## src/rtl/vga_pkg.sv

```systemverilog
// Shared 800x600@60 timing constants and counter types for the VGA scan-out path.
package vga_pkg;
   localparam int H_VISIBLE     = 800;
   localparam int H_FP          = 40;
   localparam int H_SYNC        = 128;
   localparam int H_BP          = 88;
   localparam int V_VISIBLE     = 600;
   localparam int V_FP          = 1;
   localparam int V_SYNC        = 4;
   localparam int V_BP          = 23;
   localparam int SCREEN_WIDTH  = 32;
   localparam int SCREEN_HEIGHT = 24;
   localparam int SCALE         = 25;

   localparam int H_TOTAL = H_VISIBLE + H_FP + H_SYNC + H_BP;
   localparam int V_TOTAL = V_VISIBLE + V_FP + V_SYNC + V_BP;

   localparam int XW = $clog2(SCREEN_WIDTH);
   localparam int YW = $clog2(SCREEN_HEIGHT);
   localparam int SW = $clog2(SCALE);

   typedef logic [10:0]   h_cnt_t;
   typedef logic [9:0]    v_cnt_t;
   typedef logic [SW-1:0] sub_t;

   localparam h_cnt_t H_LAST     = h_cnt_t'(H_TOTAL - 1);
   localparam h_cnt_t H_VIS_END  = h_cnt_t'(H_VISIBLE);
   localparam h_cnt_t H_VIS_LAST = h_cnt_t'(H_VISIBLE - 1);
   localparam h_cnt_t HS_BEG     = h_cnt_t'(H_VISIBLE + H_FP);
   localparam h_cnt_t HS_END     = h_cnt_t'(H_VISIBLE + H_FP + H_SYNC);

   localparam v_cnt_t V_LAST     = v_cnt_t'(V_TOTAL - 1);
   localparam v_cnt_t V_VIS_END  = v_cnt_t'(V_VISIBLE);
   localparam v_cnt_t V_VIS_LAST = v_cnt_t'(V_VISIBLE - 1);
   localparam v_cnt_t VS_BEG     = v_cnt_t'(V_VISIBLE + V_FP);
   localparam v_cnt_t VS_END     = v_cnt_t'(V_VISIBLE + V_FP + V_SYNC);

   localparam sub_t SUB_LAST = sub_t'(SCALE - 1);
endpackage

```

## src/rtl/vga_timing_gen.sv

```systemverilog
// Raster counters with undelayed sync/active decode and the registered vblank pulse.
module vga_timing_gen
   import vga_pkg::*;
(
   input  logic        i_clk,
   input  logic        i_reset,
   output logic [10:0] o_h_cnt,
   output logic [9:0]  o_v_cnt,
   output logic        o_hsync,
   output logic        o_vsync,
   output logic        o_active,
   output logic        o_vblank_start
);
   h_cnt_t r_h_cnt;
   v_cnt_t r_v_cnt;
   logic   r_vblank;

   always_ff @(posedge i_clk) begin
      if (i_reset) begin
         r_h_cnt  <= '0;
         r_v_cnt  <= '0;
         r_vblank <= 1'b0;
      end else begin
         if (r_h_cnt == H_LAST) begin
            r_h_cnt <= '0;
            r_v_cnt <= (r_v_cnt == V_LAST) ? '0 : r_v_cnt + 1'b1;
         end else begin
            r_h_cnt <= r_h_cnt + 1'b1;
         end
         r_vblank <= (r_h_cnt == '0) && (r_v_cnt == V_VIS_END);
      end
   end

   assign o_h_cnt        = r_h_cnt;
   assign o_v_cnt        = r_v_cnt;
   assign o_hsync        = (r_h_cnt >= HS_BEG) && (r_h_cnt < HS_END);
   assign o_vsync        = (r_v_cnt >= VS_BEG) && (r_v_cnt < VS_END);
   assign o_active       = (r_h_cnt < H_VIS_END) && (r_v_cnt < V_VIS_END);
   assign o_vblank_start = r_vblank;
endmodule

```

## src/rtl/vga_scan_out.sv

```systemverilog
// 32x24 -> 800x600 x25 upscaling scan-out; 3-cycle counter-to-pin latency.
// Optional TEST_PATTERN_EN adds a test_pattern input selecting a checkerboard.
module vga_scan_out
   import vga_pkg::*;
(
   input  logic                CLK_40,
   input  logic                reset,
`ifdef TEST_PATTERN_EN
   input  logic                test_pattern,
`endif
   output logic [XW-1:0]       rd_x,
   output logic [YW-1:0]       rd_y,
   output logic                rd_en,
   input  logic                pixel_data_in,
   output logic                vblank_start,
   output logic                VGA_HS,
   output logic                VGA_VS,
   output logic [3:0]          VGA_R,
   output logic [3:0]          VGA_G,
   output logic [3:0]          VGA_B
);
   logic [10:0] w_h_cnt;
   logic [9:0]  w_v_cnt;
   logic        w_hsync;
   logic        w_vsync;
   logic        w_active;
   logic        w_pix;

   sub_t          r_h_sub, r_v_sub;
   logic [XW-1:0] r_src_x, r_rd_x;
   logic [YW-1:0] r_src_y, r_rd_y;
   logic          r_rd_en;
   logic          r_hs_d1, r_vs_d1;
   logic          r_hs_d2, r_vs_d2, r_act_d2;
   logic          r_hs, r_vs;
   logic [3:0]    r_rgb;

   vga_timing_gen u_timing (
      .i_clk          (CLK_40),
      .i_reset        (reset),
      .o_h_cnt        (w_h_cnt),
      .o_v_cnt        (w_v_cnt),
      .o_hsync        (w_hsync),
      .o_vsync        (w_vsync),
      .o_active       (w_active),
      .o_vblank_start (vblank_start)
   );

   // Sub-pixel counters track h_cnt/SCALE and v_cnt/SCALE without a divider.
   always_ff @(posedge CLK_40) begin
      if (reset) begin
         r_h_sub <= '0;
         r_src_x <= '0;
         r_v_sub <= '0;
         r_src_y <= '0;
      end else begin
         if (w_h_cnt == H_VIS_LAST) begin
            r_h_sub <= '0;
            r_src_x <= '0;
         end else if (w_h_cnt < H_VIS_END) begin
            if (r_h_sub == SUB_LAST) begin
               r_h_sub <= '0;
               r_src_x <= r_src_x + 1'b1;
            end else begin
               r_h_sub <= r_h_sub + 1'b1;
            end
         end
         if (w_h_cnt == H_LAST) begin
            if (w_v_cnt == V_VIS_LAST) begin
               r_v_sub <= '0;
               r_src_y <= '0;
            end else if (w_v_cnt < V_VIS_END) begin
               if (r_v_sub == SUB_LAST) begin
                  r_v_sub <= '0;
                  r_src_y <= r_src_y + 1'b1;
               end else begin
                  r_v_sub <= r_v_sub + 1'b1;
               end
            end
         end
      end
   end

   // rd_en doubles as the first stage of the active delay line.
   always_ff @(posedge CLK_40) begin
      if (reset) begin
         r_rd_x   <= '0;
         r_rd_y   <= '0;
         r_rd_en  <= 1'b0;
         r_hs_d1  <= 1'b0;
         r_vs_d1  <= 1'b0;
         r_hs_d2  <= 1'b0;
         r_vs_d2  <= 1'b0;
         r_act_d2 <= 1'b0;
         r_hs     <= 1'b0;
         r_vs     <= 1'b0;
         r_rgb    <= '0;
      end else begin
         r_rd_x   <= r_src_x;
         r_rd_y   <= r_src_y;
         r_rd_en  <= w_active;
         r_hs_d1  <= w_hsync;
         r_vs_d1  <= w_vsync;
         r_hs_d2  <= r_hs_d1;
         r_vs_d2  <= r_vs_d1;
         r_act_d2 <= r_rd_en;
         r_hs     <= r_hs_d2;
         r_vs     <= r_vs_d2;
         r_rgb    <= (r_act_d2 && w_pix) ? 4'hF : 4'h0;
      end
   end

`ifdef TEST_PATTERN_EN
   logic r_tp_d2;

   always_ff @(posedge CLK_40) begin
      if (reset) r_tp_d2 <= 1'b0;
      else       r_tp_d2 <= r_rd_x[0] ^ r_rd_y[0];
   end

   assign w_pix = test_pattern ? r_tp_d2 : pixel_data_in;
`else
   assign w_pix = pixel_data_in;
`endif

   assign rd_x   = r_rd_x;
   assign rd_y   = r_rd_y;
   assign rd_en  = r_rd_en;
   assign VGA_HS = r_hs;
   assign VGA_VS = r_vs;
   assign VGA_R  = r_rgb;
   assign VGA_G  = r_rgb;
   assign VGA_B  = r_rgb;
endmodule

```

## config.mk

```make
export PLATFORM = sky130hd
export DESIGN_NAME = vga_scan_out
export DESIGN_NICKNAME = d
export VERILOG_FILES = /design/src/rtl/vga_pkg.sv /design/src/rtl/vga_timing_gen.sv /design/src/rtl/vga_scan_out.sv
export SDC_FILE = /design/constraint.sdc
export NUM_CORES = 1
export LEC_CHECK = 0
export ABC_AREA = 1
export CORE_MARGIN = 2
export CORE_UTILIZATION = 30
export CTS_BUF_LIST = sky130_fd_sc_hd__clkbuf_2
export CTS_CLUSTER_DIAMETER = 150
export CTS_CLUSTER_SIZE = 12
export DETAILED_ROUTE_END_ITERATION = 8
export PLACE_DENSITY_LB_ADDON = 0.3
export SLEW_MARGIN = 25
export SYNTH_ARGS = -nofsm -noshare
export SYNTH_HDL_FRONTEND = slang
export SYNTH_HIERARCHICAL = 1
export SYNTH_SLANG_ARGS = --single-unit
```

## constraint.sdc

```tcl
create_clock -name CLK_40 -period 2 [get_ports CLK_40]
set_input_delay 0.4 -clock CLK_40 [delete_from_list [all_inputs] [get_ports CLK_40]]
set_output_delay 0.4 -clock CLK_40 [all_outputs]
set_load 0.01 [all_outputs]
```

# After elaboration in Yosys (flattened, before gate mapping)
# Index checks and enable logic that the tools add are counted.
dict set report word_totals {
  in_bits 3
  wordCells 59
  reg_bits 64
}
dict set report classes {
  n_mux 9
  reduce_logical 13
  n_lt_le_gt_ge 6
  n_eq_ne 7
  add_sub_neg 6
}
# cell count
set op_table {}
lappend op_table {{$mux W5} 7}
lappend op_table {{$eq A10 B10 Y1 const B} 3}
lappend op_table {{$lt A11 B10 Y1 const B} 2}
lappend op_table {{$add A5 B1 Y5 const B} 4}
lappend op_table {{$lt A10 B10 Y1 const B} 2}
lappend op_table {{$add A11 B1 Y11 const B} 1}
lappend op_table {{$eq A11 B10 Y1 const B} 1}
lappend op_table {{$eq A11 B11 Y1 const B} 1}
lappend op_table {{$ge A11 B10 Y1 const B} 1}
lappend op_table {{$logic_not A11 Y1} 1}
lappend op_table {{$add A10 B1 Y10 const B} 1}
lappend op_table {{$eq A5 B5 Y1 const B} 2}
lappend op_table {{$ge A10 B10 Y1 const B} 1}
lappend op_table {{$mux W10} 1}
lappend op_table {{$logic_and A1 B1 Y1} 5}
lappend op_table {{$mux W4} 1}
lappend op_table {{$reduce_and A2 Y1} 2}
lappend op_table {{$reduce_bool A2 Y1} 2}
lappend op_table {{$reduce_or A2 Y1} 2}
lappend op_table {{$reduce_and A3 Y1} 1}

# Longest topological paths before layout
# Gate-level depths: netlist (run 1).
dict set report depth {
  depth_word 4
  ltp_mapped 9
  ltp_nobuf 9
}

# By module
# Netlist (run 1), hierarchy kept.
# module n_inst cells_each area_per_inst_um2
set modules_own_cells {}
lappend modules_own_cells {vga_scan_out 1 266 1895.6}
lappend modules_own_cells {vga_timing_gen 1 207 1381.3}

# Least setup slack after synthesis (run 1)
# OpenSTA, ideal clock, no wires.
dict set report synth_path {
  path_kind {reg2reg}
  startpoint {register u_timing.r_h_cnt[0], in the netlist u_timing/o_h_cnt[0]}
  endpoint {register u_timing.r_h_cnt[10], in the netlist u_timing/o_h_cnt[10]}
  arrival_ns 1.251
  path_slack_ns 0.634
  stages_incl_launch_ff 8
  setup_ns 0.115
  cell_sequence {dfxtp_1 ha_1 nand3_2 nor2_8 nand2_4 nand2_4 buf_6 nor2_2}
}
dict set report synth_via {
  elab_chain_len 2
  word_cells_on_any_way 3
  classes_between {add/sub: 1; eq/ne: 1; reduce/logical: 1}
}
# element line
set synth_rtl {}
lappend synth_rtl {{start: declaration} vga_timing_gen.sv:14} ;# h_cnt_t r_h_cnt;
lappend synth_rtl {{start signal: assignment} vga_timing_gen.sv:28} ;# r_h_cnt <= r_h_cnt + 1'b1;
lappend synth_rtl {{branches (longest 2 deep; another with $add A11 B1 Y11)} --}
# Parallel ways; which one is timed is not known.
# A chain may end at the register's enable or synchronous reset.

==> results.md, run 1 <==
* Hold path start: r_vs_d1
* GP Congestion at 0.887
* Synthesis-stage register bit count at 61
* Die width at 109 µm
* CP max FO at 12
* Mapped Area at 0.00328 mm²
* Starting density of the core at 30.5%
* Total power at 2.11 mW
* Setup crit end kind: output pin
* Vias in the first global route at 2720
* Antenna Nets Post-Route at 0
* Global-route wire length before repair at 12.1 mm
* Final-report hold violation count at 0
* CP startpoint kind: register
* Drt initial violations at 181
* Total CTS buffers at 9
* Crit-path slowest cell: clkdlybuf4s50_1
* Total GRT Usage at 12.9%
* Number of setup violations in the final report at 0
* FF-to-FF Start: u_timing/o_h_cnt[0]
* Unrepaired setup endpoints after global routing: false
* Period utilisation layout at 93.0%
* Vias per cell at 4.48
* H-tree depth at 3
* TNS Setup at 0 ps
* Via count at 2888
* Fmax at 538 MHz
* Post-route DRC at 0
* Port Buffers at 28
* Fin crit period at 1860 ps
* Cell count after synthesis at 473
* Sink Count at 61
* Worst slew pin tran at 400 ps
* Initial DRT Pass Iterations at 5
* Status: finished clean
* Nets@finish at 513
* Mapped Nets at 487
* # IOs at 29
* Commonest non-fill, non-tap cell in the layout: nand2_1
* Gr ovfl total at 0
* Largest net degree at the start of global routing at 27
* Critical path, cell by cell: clkdlybuf4s50_1
* WL final at 6.89 mm
* DPL Wire Length at 5.11 mm
* CP delay by family, top: buffers and inverters
* Buf+Inv Stages, Crit Path at 1
* Hold Crit Depth at 2
* Initial antenna violation count at 1
* Required @ worst endpoint at 1600 ps
* Number of fill cells in the layout at 1164
* Critical path type: reg -> out
* CTS tree: built
* CTS max path bufs at 2
* Clock Pin Slew Worst Setup and Hold Paths at 170 ps
* Mean Syn Cell Area at 6.93 µm²
* Hold Path Class: reg -> reg
* CP peak stage delay at 550 ps
* YS warnings at 6
* FF-to-FF setup slack at 330 ps
* FF-to-FF path depth at 8
* Worst clock skew at 24.0 ps
* Max transition margin at 73.1%
* Commonest non-fill, non-tap cells in the layout: nand2_1, nor2_1, inv_1
* Seq/Total Area, Yosys at 37.3%
* Leak at 1.49 nW
* Max_cap viols at 0
* Die height at 109 µm
* Yosys cell types at 34
* Pwr/cell area at 559 mW/mm²
* Rows at 38
* Critical R2R Capture: u_timing/o_v_cnt[4]
* WHS Endpoint: r_vs_d2
* Latest clock arrival within the worst-skew pair at 490 ps
* Peak VDD IR at 0.290 mV
* DR WL/cell at 10.7 µm
* Data arrival time of the worst path at 1460 ps
* Core ar. at 0.0107 mm²
* Area Growth Syn to Fin at 15.0%
* Share of layout cells above drive strength 1 at 12.5%
* Max-slew violation count at 0
* Clock Tree Root: clkbuf_2
* Die area at 0.0118 mm²
per-layer routing:
layer  wire length, µm  GRT usage, %  vias to the layer above  part of all wire [%]
met5                 0             0                        -                     0
met3               289          2.35                       13                   4.2
met4               142          8.15                        0                   2.1
met1              3180          15.6                     1294                    46
li1                  -             -                     1523                     -
met2              3290          21.2                       58                    48
state kept, by name, summed over array words and instances, names as in the netlist, 5 cells and up:
signal	flops
u_timing/o_v_cnt	10
r_v_sub	5
r_src_x	5
u_timing/o_h_cnt	11
r_h_sub	5
rd_y	5
r_src_y	5
rd_x	5
report_power, final:
part,internal [mW],switching [mW],leakage (nW)
sequential,1.23,0.0141,0.494
clock,0.292,0.487,0.0681
combinational,0.0357,0.0504,0.927
total,1.56,0.552,1.49
area by class of cell:
| cell class | instances | area, µm² | area share, % |
|---|---|---|---|
| Antenna cell | 1 | 2.50 | 0.0664 |
| Clock buffer | 9 | 45.0 | 1.19 |
| Clock inverter | 7 | 76.3 | 2.02 |
| Inverter | 75 | 282 | 7.47 |
| Multi-Input combinational cell | 322 | 1670 | 44.3 |
| Sequential cell | 61 | 1220 | 32.5 |
| Tap cell | 140 | 175 | 4.65 |
| Timing Repair Buffer | 30 | 295 | 7.83 |
what timing repair did:
action	in CTS	in global routing
endpoints found under the setup margin	12	12
cloned	0	0
hold buffers	0	0
resized for setup	1	1
setup buffers	0	0
worst reg2reg max path, stage by stage, from the launching register on:
cell	delay, ps
dfxtp_1	450
ha_1	230
nand3_2	160
nor2_8	220
nand2_4	80
nand2_4	180
nand2_2	130
inv_2	90
nor2_1	40
stage by stage:
stage	hold slack [ps]	cells	area, µm²	util, %	setup WS [ps]
3_3_place_gp	399	628	3640	33.9	402
2_1_floorplan	388	473	3280	-	634
3_5_place_dp	400	628	3640	33.9	356
4_1_cts	364	644	3760	35.0	16.0
6_report	415	645	3770	35.1	141
5_1_grt	394	645	3770	35.1	30.4
how the worst max path moves through the flow:
stage	from	end	slack, ps	cells past startpoint
after CTS	VGA_B[2]	VGA_G[1]	20	1
after global placement	reset	u_timing/o_v_cnt[5]	400	6
after detailed placement	u_timing/o_h_cnt[0]	u_timing/o_v_cnt[5]	360	8
final	VGA_B[2]	VGA_R[1]	140	1
after global routing	VGA_B[2]	VGA_R[1]	30	1
after floorplan	u_timing/o_h_cnt[0]	u_timing/o_h_cnt[10]	630	7
logic make-up (layout without fill, tap and decap cells):
family | after synthesis | in the layout | share of synthesized area, %
AND/OR/NAND/NOR | 261 | 261 | 37.0
buffers and inverters | 90 | 121 | 11.8
flip-flops | 61 | 61 | 37.3
AO/OA/AOI/OAI | 40 | 40 | 7.10
adder cells (fa/ha/maj) | 11 | 11 | 4.20
XOR/XNOR | 10 | 10 | 2.67
other | 0 | 1 | 0
synthesized netlist by cell type:
master / n / area (µm²)
ha_1: 11 / 138
clkbuf_1: 3 / 11.3
nand3_1: 46 / 230
buf_4: 11 / 82.6
inv_2: 13 / 48.8
nand2_2: 4 / 25.0
nand4_1: 8 / 50.1
a21oi_2: 5 / 43.8
xnor2_1: 1 / 8.76
nand3b_1: 2 / 15.0
a21boi_0: 1 / 7.51
xor2_1: 9 / 78.8
nor4_1: 1 / 6.26
nand2_1: 101 / 379
nor3_1: 4 / 20.0
o21ai_1: 4 / 20.0
nor2_8: 1 / 20.0
dfxtp_1: 61 / 1220
nor2_4: 2 / 22.5
nor2_2: 7 / 43.8
a21oi_1: 21 / 105
o21ai_0: 5 / 25.0
nand3_2: 4 / 40.0
o21bai_1: 2 / 15.0
o21ai_2: 1 / 8.76
nand2_4: 4 / 45.0
nor2_1: 73 / 274
nor3b_1: 1 / 7.51
nand4_2: 1 / 12.5
buf_6: 1 / 11.3
inv_1: 61 / 229
clkinv_1: 1 / 3.75
nor3_2: 2 / 20.0
a211oi_1: 1 / 7.51
Note: power is estimated with default switching activity, not from simulation.
==> inputs of run 2 (changes only) <==
RECOVER_POWER = 25   (was not set)
==> results.md, run 2 (synthesized netlist as in run 1, its figures left out) <==
* Critical path, cell by cell: clkdlybuf4s50_1
* Gr ovfl total at 0
* GP Congestion at 0.887
* DPL Wire Length at 5.11 mm
* Antenna Nets Post-Route at 0
* Starting density of the core at 30.5%
* Clock Pin Slew Worst Setup and Hold Paths at 170 ps
* Hold slack final at 415 ps
* Pint at 1.56 mW
* GR Util met3 at 2.35%
* Max-slew violation count at 0
* TNS Setup at 0 ps
* CP peak stage delay at 550 ps
* Peak VDD IR at 0.290 mV
* Global-route wire length before repair at 12.1 mm
* CP delay by family, top: buffers and inverters
* Sink Count at 61
* Share of layout cells above drive strength 1 at 12.3%
* Vias per cell at 4.49
* Critical path type: reg -> out
* DP Area at 0.00364 mm²
* Drt initial violations at 181
* Net Switching at 0.549 mW
* Max_cap viols at 0
* Port Buffers at 28
* # IOs at 29
* Worst clock skew at 23.4 ps
* Leak at 1.49 nW
* Clock Tree Root: clkbuf_2
* Die area at 0.0118 mm²
* Final-report hold violation count at 0
* Finished Cell Area at 0.00377 mm²
* Sw frac at 26.1%
* Met2 GRT Util at 21.2%
* Initial DRT Pass Iterations at 5
* Post-route DRC at 0
* Number of setup violations in the final report at 0
* Commonest non-fill, non-tap cell in the layout: nand2_1
* Nets@finish at 513
* Total power at 2.10 mW
* Data arrival time of the worst path at 1450 ps
* Period utilisation layout at 92.5%
* DR WL/cell at 10.7 µm
* Max transition margin at 23.9%
* WL final at 6.91 mm
* Seq pwr share at 59.1%
* Logic pwr share at 4.0%
* Total GRT Usage at 12.9%
* Worst slew pin tran at 1140 ps
* Setup crit end kind: output pin
* Buf+Inv Stages, Crit Path at 1
* Fin crit period at 1850 ps
* Area Growth Syn to Fin at 14.9%
* Initial antenna violation count at 1
* Largest register FFs at 11
* Latest clock arrival within the worst-skew pair at 480 ps
* CP startpoint kind: register
* Pwr/cell area at 559 mW/mm²
* Die width at 109 µm
* CTS max path bufs at 2
* Largest net degree at the start of global routing at 27
* CTS tree: built
* Grt met1 use at 15.6%
* H-tree depth at 3
* Clk pwr share at 36.9%
* Rows at 38
* Core ar. at 0.0107 mm²
* Vias in the first global route at 2720
* Via count at 2897
* Unrepaired setup endpoints after global routing: false
* CP max FO at 12
* Crit-path slowest cell: clkdlybuf4s50_1
* Hold Path Class: reg -> reg
* Total CTS buffers at 9
* # hold bufs at CTS at 0
* GRT Max-Usage Layer: met2
* Required @ worst endpoint at 1600 ps
* Die height at 109 µm
* Final Core Density at 35.0%
* Fmax at 540 MHz
* Commonest non-fill, non-tap cells in the layout: nand2_1, nor2_1, inv_1
* Status: finished clean
[run 2: cell types whose count changed in the layout (fill, tap and decap cells not counted)]
cell             delta
buf_4               -1
clkbuf_1            +1
dlygate4sd3_1       +1
clkdlybuf4s50_1     -1
[run 2: power groups by stage]
stage               Sequential [mW]  Clock, mW  Combinational (mW)
detailed placement             1.27          0              0.0883
global route                   1.25      0.872              0.0980
floorplan                      1.27          0              0.0645
finish                         1.24      0.776              0.0849
CTS                            1.24      0.823              0.0887
global placement               1.27          0              0.0866
[run 2: timing repair]
item	in CTS	in global routing
buffers inserted	0	0
setup endpoints to repair	12	12
resized for setup	1	1
[run 2: final timing paths]
path                                     startpoint             endpoint  slack, ps  depth (start not counted)
worst max register to register  u_timing/o_h_cnt[0]  u_timing/o_v_cnt[4]        330                          8
worst min-delay path                        r_vs_d1              r_vs_d2        420                          2
worst min register to register              r_vs_d1              r_vs_d2        420                          2
worst max-delay path                       VGA_B[2]             VGA_R[1]        150                          1
[run 2: per-layer routing]
metal  vias up  routed length (µm)
met5         -                   0
li1       1523                   -
met1      1300                3170
met2        62                3330
met4         0                 136
met3        12                 271
[run 2: tightest hold or removal path: stages (launching register included)]
cell and delay, ps:
dfxtp_1 330, inv_1 40, nor2_1 30
[run 2: cell type report]
cell class / count / area, µm²
antenna: 1 / 2.50
clock buffer: 9 / 45.0
clock inverter: 7 / 76.3
fill: 1164 / 6980
inverter: 75 / 282
multi-input combinational: 322 / 1670
sequential: 61 / 1220
tap: 140 / 175
timing repair buffer: 30 / 292
[run 2: per-stage QoR]
step           setup slack (ps)  cells
3_5_place_dp                356    628
6_report                    149    645
4_1_cts                    16.0    644
3_3_place_gp                402    628
5_1_grt                    30.4    645
2_1_floorplan               634    473
